File: src/rtl/debounce_pkg.sv
// rtl/debounce_pkg.sv - shared state encoding and sizing helper for the multi-channel debouncer
package debounce_pkg;

    typedef enum logic [1:0] {
        STABLE0 = 2'd0,
        WAIT1   = 2'd1,
        STABLE1 = 2'd2,
        WAIT0   = 2'd3
    } db_state_t;

    // Counter width that never collapses to zero bits for tiny parameter values
    function automatic int clog2_min1(input int value);
        return (value <= 2) ? 1 : $clog2(value);
    endfunction

endpackage

File: src/rtl/debounce_channel.sv
// rtl/debounce_channel.sv - one debounce lane: synchroniser, wait/stable FSM, registered level and edge pulses
module debounce_channel
    import debounce_pkg::*;
#(
    parameter int   STABLE_TICKS = 3,
    parameter int   SYNC_STAGES  = 2,
    parameter logic RESET_VAL    = 1'b0
) (
    input  logic clk,
    input  logic reset,
    input  logic tick,
    input  logic sw,
    output logic db,
    output logic rise,
    output logic fall,
    output logic busy
);

    localparam int             CW       = clog2_min1(STABLE_TICKS + 1);
    localparam logic [CW-1:0]  CNT_LAST = CW'(STABLE_TICKS - 1);

    logic [SYNC_STAGES-1:0] sync_q;
    logic                   s;
    db_state_t              state_q, state_d;
    logic [CW-1:0]          cnt_q, cnt_d;
    logic                   db_d, rise_d, fall_d;

    always_ff @(posedge clk or negedge reset) begin
        if (!reset) begin
            sync_q <= {SYNC_STAGES{RESET_VAL}};
        end else begin
            sync_q <= {sync_q[SYNC_STAGES-2:0], sw};
        end
    end

    assign s = sync_q[SYNC_STAGES-1];

    // A level flip toward s wins over a tick arriving in the same cycle
    always_comb begin
        state_d = state_q;
        cnt_d   = cnt_q;
        db_d    = db;
        rise_d  = 1'b0;
        fall_d  = 1'b0;
        case (state_q)
            STABLE0: begin
                if (s) begin
                    state_d = WAIT1;
                    cnt_d   = '0;
                end
            end
            WAIT1: begin
                if (!s) begin
                    state_d = STABLE0;
                    cnt_d   = '0;
                end else if (tick) begin
                    if (cnt_q == CNT_LAST) begin
                        state_d = STABLE1;
                        cnt_d   = '0;
                        db_d    = 1'b1;
                        rise_d  = 1'b1;
                    end else begin
                        cnt_d = cnt_q + 1'b1;
                    end
                end
            end
            STABLE1: begin
                if (!s) begin
                    state_d = WAIT0;
                    cnt_d   = '0;
                end
            end
            WAIT0: begin
                if (s) begin
                    state_d = STABLE1;
                    cnt_d   = '0;
                end else if (tick) begin
                    if (cnt_q == CNT_LAST) begin
                        state_d = STABLE0;
                        cnt_d   = '0;
                        db_d    = 1'b0;
                        fall_d  = 1'b1;
                    end else begin
                        cnt_d = cnt_q + 1'b1;
                    end
                end
            end
            default: begin
                state_d = db ? STABLE1 : STABLE0;
                cnt_d   = '0;
            end
        endcase
    end

    always_ff @(posedge clk or negedge reset) begin
        if (!reset) begin
            state_q <= RESET_VAL ? STABLE1 : STABLE0;
            cnt_q   <= '0;
            db      <= RESET_VAL;
            rise    <= 1'b0;
            fall    <= 1'b0;
        end else begin
            state_q <= state_d;
            cnt_q   <= cnt_d;
            db      <= db_d;
            rise    <= rise_d;
            fall    <= fall_d;
        end
    end

    assign busy = (state_q == WAIT1) || (state_q == WAIT0);

endmodule

File: src/rtl/debounce_multi.sv
// rtl/debounce_multi.sv - N-channel debouncer with one shared sample-tick prescaler
module debounce_multi
    import debounce_pkg::*;
#(
    parameter int   NUM_CH       = 4,
    parameter int   TICK_DIV     = 100000,
    parameter int   STABLE_TICKS = 3,
    parameter int   SYNC_STAGES  = 2,
    parameter logic RESET_VAL    = 1'b0
) (
    input  logic              clk,
    input  logic              reset,
    input  logic [NUM_CH-1:0] sw,
    output logic [NUM_CH-1:0] db,
    output logic [NUM_CH-1:0] rise,
    output logic [NUM_CH-1:0] fall,
    output logic [NUM_CH-1:0] busy
);

    localparam int            DW       = clog2_min1(TICK_DIV);
    localparam logic [DW-1:0] DIV_LAST = DW'(TICK_DIV - 1);

    logic [DW-1:0] div_cnt;
    logic          tick;

    always_ff @(posedge clk or negedge reset) begin
        if (!reset) begin
            div_cnt <= '0;
        end else if (div_cnt == DIV_LAST) begin
            div_cnt <= '0;
        end else begin
            div_cnt <= div_cnt + 1'b1;
        end
    end

    assign tick = (div_cnt == DIV_LAST);

    for (genvar ch = 0; ch < NUM_CH; ch++) begin : g_ch
        debounce_channel #(
            .STABLE_TICKS(STABLE_TICKS),
            .SYNC_STAGES (SYNC_STAGES),
            .RESET_VAL   (RESET_VAL)
        ) u_ch (
            .clk  (clk),
            .reset(reset),
            .tick (tick),
            .sw   (sw[ch]),
            .db   (db[ch]),
            .rise (rise[ch]),
            .fall (fall[ch]),
            .busy (busy[ch])
        );
    end

endmodule

File: config.mk
export PLATFORM = sky130hd
export DESIGN_NAME = debounce_multi
export DESIGN_NICKNAME = d
export VERILOG_FILES = /design/src/rtl/debounce_pkg.sv /design/src/rtl/debounce_channel.sv /design/src/rtl/debounce_multi.sv
export SDC_FILE = /design/constraint.sdc
export NUM_CORES = 1
export LEC_CHECK = 0
export CORE_UTILIZATION = 50
export DETAILED_ROUTE_END_ITERATION = 16
export PLACE_DENSITY = 0.75
export SLEW_MARGIN = 40
export SYNTH_ARGS = -nofsm -noshare
export SYNTH_HDL_FRONTEND = slang
export SYNTH_SLANG_ARGS = --single-unit
File: constraint.sdc
create_clock -name clk -period 2.4 [get_ports clk]
set_clock_uncertainty 0.1 [all_clocks]
set_input_delay 0.24 -clock clk [delete_from_list [all_inputs] [get_ports clk]]
set_output_delay 0.24 -clock clk [all_outputs]
set_load 0.005 [all_outputs]
-- After elaboration in Yosys (flattened, before gate mapping)
Cells that the tools add are included.
- add/subtract/negate cells: 5
- equal/unequal tests: 65
- multiplexer cells: 117
- reductions and logical operators: 24
- operator list (cell ; number):
    $mux W2 ; 56
    $pmux W2 S4 ; 8
    $mux W1 ; 48
    $ne A2 B1 Y1 const B ; 18
    $ne A2 B2 Y1 const B ; 14
    $reduce_and A7 Y1 ; 4
    $eq A2 B2 Y1 const B ; 12
    $reduce_and A6 Y1 ; 4
    $ne A3 B3 Y1 const B ; 7
    $add A17 B1 Y17 const B ; 1
    $eq A17 B17 Y1 const B ; 1
    $mux W17 ; 1
    $ne A3 B1 Y1 const B ; 5
    $ne A3 B2 Y1 const B ; 4
    $add A2 B1 Y2 const B ; 4
    $eq A2 B1 Y1 const B ; 4
    $logic_not A2 Y1 ; 4
    $pmux W1 S2 ; 4
    $reduce_and A2 Y1 ; 4
    $reduce_bool A2 Y1 ; 4
    $logic_or A1 B1 Y1 ; 4
- register bits: 53
- bits of input ports: 6
- output and inout bits: 16
- word-level logic and storage cells: 236

-- Logic depth before layout (Yosys ltp)
Gate-level depths: netlist of run 1.
- word-level depth: 5
- depth in mapped cells: 7

-- Modules after synthesis
A second synthesis of run 1 with hierarchy kept.
- cell total of the unflattened synthesis: 198
- area total of the unflattened synthesis: 2219.6 um^2
- modules (own cells, without submodules) (module ; instances ; cells an instance ; area each (um^2) ; sequential area each (um^2)):
    debounce_channel ; 4 ; 31 ; 356.6 ; 225.2
    debounce_multi ; 1 ; 74 ; 793.3 ; 425.4

-- Least setup slack after synthesis of run 1
OpenSTA, ideal clock, no wires.
- path kind: reg-to-reg
- from: register div_cnt[0]
- to: register (tool-made name)
- arrival time: 1675 ps
- slack: 500 ps
- cell stages (with the launch flop): 6
- buffers on the path: 0
- path through: dfrtp_1 > ha_1 > and4_4 > nand4_2 > or3_4 > mux2_4
- RTL lines (element ; RTL line ; source):
    start: declaration ; debounce_multi.sv:23 ; logic [DW-1:0] div_cnt;
    start signal: assignment ; debounce_multi.sv:32 ; div_cnt <= div_cnt + 1'b1;

==> results of run 1 <==
-- cell usage after synthesis (3+ instances only) --
cell type	instances
nor2_1	16
o21ai_0	8
mux2i_1	8
nand4_1	5
inv_1	4
xor2_1	6
or2_2	3
nor3_1	5
nand2b_1	7
nand3_1	4
nor2b_1	4
a21oi_1	3
xnor2_1	11
o22ai_1	8
o211ai_1	4
nand2_1	18
clkbuf_1	4
dfrtp_1	53
mux2_2	3
buf_4	18
-- cell families (layout without fill, tap and decap cells) --
family / Yosys count / in the layout / synth area share
DFF: 53 / 53 / 0.552
xor gates and xnor gates: 17 / 17 / 0.0619
muxes: 12 / 12 / 0.0536
AOI/OAI and AO/OA: 25 / 25 / 0.0625
adders and majority gates: 1 / 1 / 0.00520
buffers and inverters: 26 / 37 / 0.0687
and+or+nand+nor: 82 / 82 / 0.196
-- flip-flops by register name (all words and copies together), names as in the netlist, named ones only --
name / flops
div_cnt: 17
g_ch.u_ch.cnt_q: 8
g_ch.u_ch.db: 4
g_ch.u_ch.fall: 4
g_ch.u_ch.rise: 4
g_ch.u_ch.state_q: 4
g_ch.u_ch.sync_q: 8
-- cell type report --
| class | instances | area [um2] | share of cell area |
|---|---|---|---|
| clock inverters | 3 | 26.3 | 0.00990 |
| multi-input cells | 137 | 912 | 0.344 |
| repair buffers | 25 | 240 | 0.0905 |
| inverters | 4 | 15.0 | 0.00566 |
| flip-flops and latches | 53 | 1330 | 0.500 |
| well taps | 52 | 65.1 | 0.0245 |
| clock buffers | 5 | 68.8 | 0.0259 |
-- worst reg2reg max path: stages, from the launching register on --
cell and delay (ns):
dfrtp_1 0.39, ha_1 0.22, and4_4 0.28, nand4_2 0.23, or3_4 0.47, mux2_4 0.31
-- path summary, 6_finish.rpt --
check                           cells past startpoint                             endpoint  slack (ns)                              from
worst max-delay path                                5                            flip-flop        0.31              div_cnt[0]$_DFF_PN0_
worst min-delay path                                1     g_ch[1].u_ch.sync_q[0]$_DFF_PN0_        0.26                             sw[1]
worst max register to register                      5                            flip-flop        0.31              div_cnt[0]$_DFF_PN0_
worst min register to register                      0     g_ch[0].u_ch.sync_q[1]$_DFF_PN0_        0.26  g_ch[0].u_ch.sync_q[0]$_DFF_PN0_
max in group asynchronous                           3  g_ch[0].u_ch.state_q[0]$_DFFE_PN0P_        1.36                             reset
min in group asynchronous                           2                 div_cnt[3]$_DFF_PN0_        0.34                             reset
-- per-layer routing --
layer | up-vias | track usage | routed length (um)
li1 | 744 | - | -
met1 | 718 | 0.226 | 1800
met2 | 20 | 0.252 | 1720
met3 | 6 | 0.0464 | 103
met4 | 0 | 0.0467 | 49
met5 | - | 0 | 0
-- stage by stage --
stage	util	area [um2]	setup slack [ns]	hold WS, ns	total power (W)
final	0.593	2650	0.309	0.259	0.00147
after global routing	0.593	2650	0.203	0.250	0.00153
after CTS	0.593	2650	0.304	0.251	0.00149
after detailed placement	0.570	2550	0.326	0.160	0.000980
after global placement	0.569	2550	0.389	0.232	0.000978
after floorplan	-	2400	0.500	-0.156	0.000947
-- timing repair --
item / in CTS / in global routing
endpoints found under the hold margin: 41 / 0
endpoints found under the setup margin: 0 / 0
hold buffers: 1 / 0
-- power groups by stage --
stage                     sequential, W  combinational [W]  clock [W]
after floorplan                0.000927          0.0000198          0
after global placement         0.000929          0.0000488          0
after detailed placement       0.000930          0.0000497          0
after CTS                      0.000912          0.0000514   0.000530
after global routing           0.000914          0.0000560   0.000563
final                          0.000912          0.0000492   0.000512
==> impl_results.md, run 1 <==
* Sw Ratio at 0.228
* Delay-heaviest family, CP: simple AND/OR/NAND/NOR gates
* Via count at 1488
* Number of flops mapped to enable cells by yosys at 0
* TNS Setup at 0 ns
* Remaining DRCs at 1
* Port Buffer Count at 21
* Peak VDD IR at 0.000311 V
* Status: complete, but fails checks
* Grt ovf at 0
* Slowest stage delay, CP at 0.47 ns
* Final worst path period share at 0.871
* Clock Tree Root: clkbuf_8
* Post-Syn Area at 0.00240 mm2
* Netlist cell types at 38
* Placed cell count at 270
* Hold crit path type: input port to flip-flop
* Tot GR Track Use at 0.163
* GP Congestion at 0.794
* Synth Net Count at 223
* Fin crit period at 2.09 ns
* Yosys top cell area share at 0.552
* I/O pin count at 22
* Endpoints failing setup at 0
* Worst Path Arrival at 2.19 ns
* Relative slew slack at 0.649
* Net switching power figure at 0.000336 W
* CP Capture Type: flip-flop
* DRT iter0 DRCs at 65
* Core area at 0.00447 mm2
* Fill count at 357
* Post-route insts no fill at 279
* CP required at 2.50 ns
* Flop pwr share at 0.619
* Post-synth top flop: dfrtp_1
* Yosys top cell by area: dfrtp_1
* CTS max path bufs at 2
* #FFs+latches synth at 53
* Pleak at 1.13 nW
* DR pass1 iterations at 10
* Clock Latency Late Sink at 0.31 ns
* Most frequent cells in the layout: 53 x dfrtp_1, 20 x clkdlybuf4s50_1, 18 x nand2_1
* Slowest cell on the critical path: or3_4
* Die ar. at 0.00509 mm2
* Synth-to-Final Area Change at 10.4%
* H-Tree Depth at 2
* Synth Warn # at 0
* Crit path max fanout at 8
* Initial antenna violation count at 0
* PD cells at 555 mW/mm2
* Kind of critical path: flip-flop to flip-flop
* Comb pwr share at 0.033
* Max Clk Rate at 0.478 GHz
* CTS sink cnt at 53
* Layout cell share with drive strength beyond 1 at 0.128
* DP HPWL at 2620 um
* Starting Density at 0.537
* Failing checks: DRC
* Final hold viol count at 0
* Number of diodes at 0
* Synth top area cells: dfrtp_1 55%, buf_4 5.6%, xnor2_1 4.0%
* FP Rows at 24
* Ys async rst share at 1.00
* Antenna Violating Nets Remaining at 0
* Cell Int Power at 0.00114 W
* Seq/Total Area, Yosys at 0.552
* Nets at 233
* Via-to-Cell Ratio at 5.33
* CP bufs+invs at 0
* CTS buffer count at 5
* Startpoint Class: flip-flop
* Clock transition at path regs at 0.10 ns
* First-pass GRT wire length at 6470 um
* Number of global-route vias before repair at 1445
* Die Span Y at 71.3 um
* PostCTS Resize Cnt at 0
* Final wirelength at 3680 um
* Clk pwr share at 0.347
* MaxCap Viol Count at 0
* RSZ-0062 raised after global routing: no
* Final Max Tran Viols at 0
* Pin count of the biggest net entering global routing at 44
* Leading cell type in the layout, fill and taps excluded: dfrtp_1
* WL per Instance at 13.2 um
* Cells after Synth at 216
* CTS tree: done
* Chip width at 71.3 um
* Worst-path cell chain: ha_1 -> and4_4 -> nand4_2 -> or3_4 -> mux2_4
* Mean Syn Cell Area at 11.1 um2
* Worst Tran Pin Value at 0.526 ns
* Postcts setup bufs at 0
No activity file was read; power rests on OpenSTA's default activity.
==> run 2: changes to the inputs <==
--- a/config.mk
+++ b/config.mk
@@ -5,6 +5,7 @@
 export SDC_FILE = /design/constraint.sdc
 export NUM_CORES = 1
 export LEC_CHECK = 0
+export ABC_CLOCK_PERIOD_IN_PS = 2400
 export CORE_UTILIZATION = 50
 export DETAILED_ROUTE_END_ITERATION = 16
 export PLACE_DENSITY = 0.75
==> results of run 2 <==
Same layout as run 1: the final DEF is identical, and so are final timing and power.
==> run 3: changes to the inputs <==
--- a/config.mk
+++ b/config.mk
@@ -6,6 +6,7 @@
 export NUM_CORES = 1
 export LEC_CHECK = 0
 export ABC_CLOCK_PERIOD_IN_PS = 2400
+export CORE_MARGIN = 3
 export CORE_UTILIZATION = 50
 export DETAILED_ROUTE_END_ITERATION = 16
 export PLACE_DENSITY = 0.75
==> run 3 against run 2 <==
  * The flow now finishes without violations
  * Via count is 1.7% higher
  * Sequential power about the same
  * Global-route usage down 1.4 points
  * Worst setup slack better by 0.025 ns
  * Cell count up 0.36%
  * Non-clock buffer count grew 1
==> impl_results.md, run 3 (synthesis results as in run 1) <==
* Flop pwr share at 0.584 (was 0.619)
* Pleak at 1.14 nW (was 1.13 nW)
* Biggest regs: div_cnt x17, g_ch.u_ch.cnt_q x8, g_ch.u_ch.sync_q x8 (unchanged)
* Kind of critical path: flip-flop to flip-flop (unchanged)
* Fin crit period at 2.07 ns (was 2.09 ns)
* Worst Path Arrival at 2.16 ns (was 2.19 ns)
* Max reg flops at 17 (unchanged)
* Comb pwr share at 0.031 (was 0.033)
* Hold path depth at 0 (was 1)
* Layout cell share with drive strength beyond 1 at 0.132 (was 0.128)
* CTS tree: done (unchanged)
* Register area at 0.00133 mm2 (unchanged)
* Post-route insts no fill at 280 (was 279)
* Peak VDD IR at 0.000449 V (was 0.000311 V)
* WHS at 0.258 ns (was 0.259 ns)
* DP HPWL at 2690 um (was 2620 um)
* Hold crit path type: flip-flop to flip-flop (was input port to flip-flop)
* Final worst path period share at 0.861 (was 0.871)
* Number of diodes at 0 (unchanged)
* Cell Int Power at 0.00124 W (was 0.00114 W)
* Reg2Reg Setup Slack at 0.33 ns (was 0.31 ns)
* DR pass1 iterations at 4 (was 10)
* Hold path startpoint: g_ch[1].u_ch.sync_q[0]$_DFF_PN0_ (was sw[1])
* FP Rows at 24 (unchanged)
* Chip width at 75.3 um (was 71.3 um)
* PD cells at 583 mW/mm2 (was 555 mW/mm2)
* Via-to-Cell Ratio at 5.40 (was 5.33)
* Pre-CTS setup slack at 0.311 ns (was 0.326 ns)
* Endpoints failing setup at 0 (unchanged)
* Clock Latency Late Sink at 0.30 ns (was 0.31 ns)
* GP Congestion at 0.805 (was 0.794)
* Final hold viol count at 0 (unchanged)
* H-Tree Depth at 2 (unchanged)
* Net switching power figure at 0.000325 W (was 0.000336 W)
* Worst Tran Pin Value at 0.386 ns (was 0.526 ns)
* CTS sink cnt at 53 (unchanged)
* CTS buffer count at 5 (unchanged)
* Worst Slack Setup Final at 0.334 ns (was 0.309 ns)
* Grt ovf at 0 (unchanged)
* Antenna Violating Nets Remaining at 0 (unchanged)
* PostCTS Resize Cnt at 0 (unchanged)
* Nets at 234 (was 233)
* Initial antenna violation count at 0 (unchanged)
* Final Max Tran Viols at 0 (unchanged)
* Status: completed (was complete, but fails checks)
* DRT iter0 DRCs at 76 (was 65)
* Biggest register: div_cnt (unchanged)
* Synth-to-Final Area Change at 11.5% (was 10.4%)
* Number of global-route vias before repair at 1475 (was 1445)
* Via count at 1513 (was 1488)
* Max Clk Rate at 0.484 GHz (was 0.478 GHz)
* Clk pwr share at 0.385 (was 0.347)
* Die ar. at 0.00568 mm2 (was 0.00509 mm2)
* MaxCap Viol Count at 0 (unchanged)
* Core area at 0.00450 mm2 (was 0.00447 mm2)
* Crit path max fanout at 8 (unchanged)
* Clock Tree Root: clkbuf_8 (unchanged)
* CP Capture Type: flip-flop (unchanged)
* Worst-case reg-to-reg path depth at 5 (unchanged)
* CTS max path bufs at 2 (unchanged)
* CP required at 2.50 ns (about the same)
* Relative slew slack at 0.743 (was 0.649)
* TNS Setup at 0 ns (unchanged)
* Starting Density at 0.534 (was 0.537)
* First-pass GRT wire length at 6440 um (was 6470 um)
* Startpoint Class: flip-flop (unchanged)
* WL per Instance at 13.4 um (was 13.2 um)
* Port Buffer Count at 21 (unchanged)
* Most frequent cells in the layout: 53 x dfrtp_1, 20 x clkdlybuf4s50_1, 18 x nand2_1 (unchanged)
* Reg2reg start: div_cnt[0]$_DFF_PN0_ (unchanged)
* Leading cell type in the layout, fill and taps excluded: dfrtp_1 (unchanged)
* Placed cell count at 271 (was 270)
* Final wirelength at 3750 um (was 3680 um)
* Hold endpoint: g_ch[1].u_ch.sync_q[1]$_DFF_PN0_ (was g_ch[1].u_ch.sync_q[0]$_DFF_PN0_)
* Fill count at 376 (was 357)
* RSZ-0062 raised after global routing: no (unchanged)
* Pin count of the biggest net entering global routing at 20 (was 44)
* Die Span Y at 75.3 um (was 71.3 um)
* Sw Ratio at 0.208 (was 0.228)
* I/O pin count at 22 (unchanged)
* Power, Total at 0.00156 W (was 0.00147 W)
* Area occupied by multi-input gates at 912 um2 (unchanged)
* Remaining DRCs at 0 (was 1)
* Clock transition at path regs at 0.09 ns (was 0.10 ns)
* Tot GR Track Use at 0.149 (was 0.163)
[run 3: changes by cell type in the layout (fill, tap and decap cells not counted)]
cell	delta
clkinv_4	+1
inv_8	-1
buf_2	+1
bufinv_16	+1
clkinvlp_4	-1
[run 3: layout make-up]
class / count / share of cell area
tap: 52 / 0.0243
timing repair buffer: 26 / 0.0915
sequential: 53 / 0.495
multi-input combinational: 137 / 0.340
inverter: 4 / 0.00560
clock inverter: 3 / 0.0173
clock buffer: 5 / 0.0257
[run 3: metrics by stage]
stage	util	area [um2]
6_report	0.595	2680
5_1_grt	0.595	2680
4_1_cts	0.595	2680
3_5_place_dp	0.567	2550
3_3_place_gp	0.567	2550
2_1_floorplan	-	2400
[run 3: worst max-delay path by stage]
stage | to | from | depth (start not counted) | slack [ns]
after floorplan | flip-flop | div_cnt[0]$_DFF_PN0_ | 5 | 0.50
after global placement | flip-flop | div_cnt[0]$_DFF_PN0_ | 5 | 0.37
after detailed placement | flip-flop | div_cnt[0]$_DFF_PN0_ | 5 | 0.31
after CTS | flip-flop | div_cnt[0]$_DFF_PN0_ | 5 | 0.30
after global routing | flip-flop | div_cnt[0]$_DFF_PN0_ | 5 | 0.19
final | flip-flop | div_cnt[0]$_DFF_PN0_ | 5 | 0.33
[run 3: power groups by stage]
stage,Combinational [W],Sequential (W),Clock [W]
4_1_cts,0.0000502,0.000912,0.000624
6_report,0.0000485,0.000912,0.000600
3_5_place_dp,0.0000488,0.000930,0
2_1_floorplan,0.0000198,0.000927,0
3_3_place_gp,0.0000481,0.000929,0
5_1_grt,0.0000558,0.000914,0.000662
[run 3: timing repair]
action / 4_1_cts / 5_1_grt
setup endpoints to repair: 0 / 0
hold buffers: 1 / 0
setup buffers: 0 / 0
hold endpoints to repair: 16 / 0
[run 3: critical path: stages (launching register included)]
cell     delay, ns
dfrtp_1       0.37
ha_1          0.21
and4_4        0.27
nand4_2       0.23
or3_4         0.47
mux2_4        0.31
[run 3: routing by layer]
metal	global-route usage	wire [um]	up-vias
li1	-	-	747
met1	0.189	1750	739
met2	0.244	1880	25
met3	0.0475	106	2
met4	0.0427	19	0
met5	0	0	-
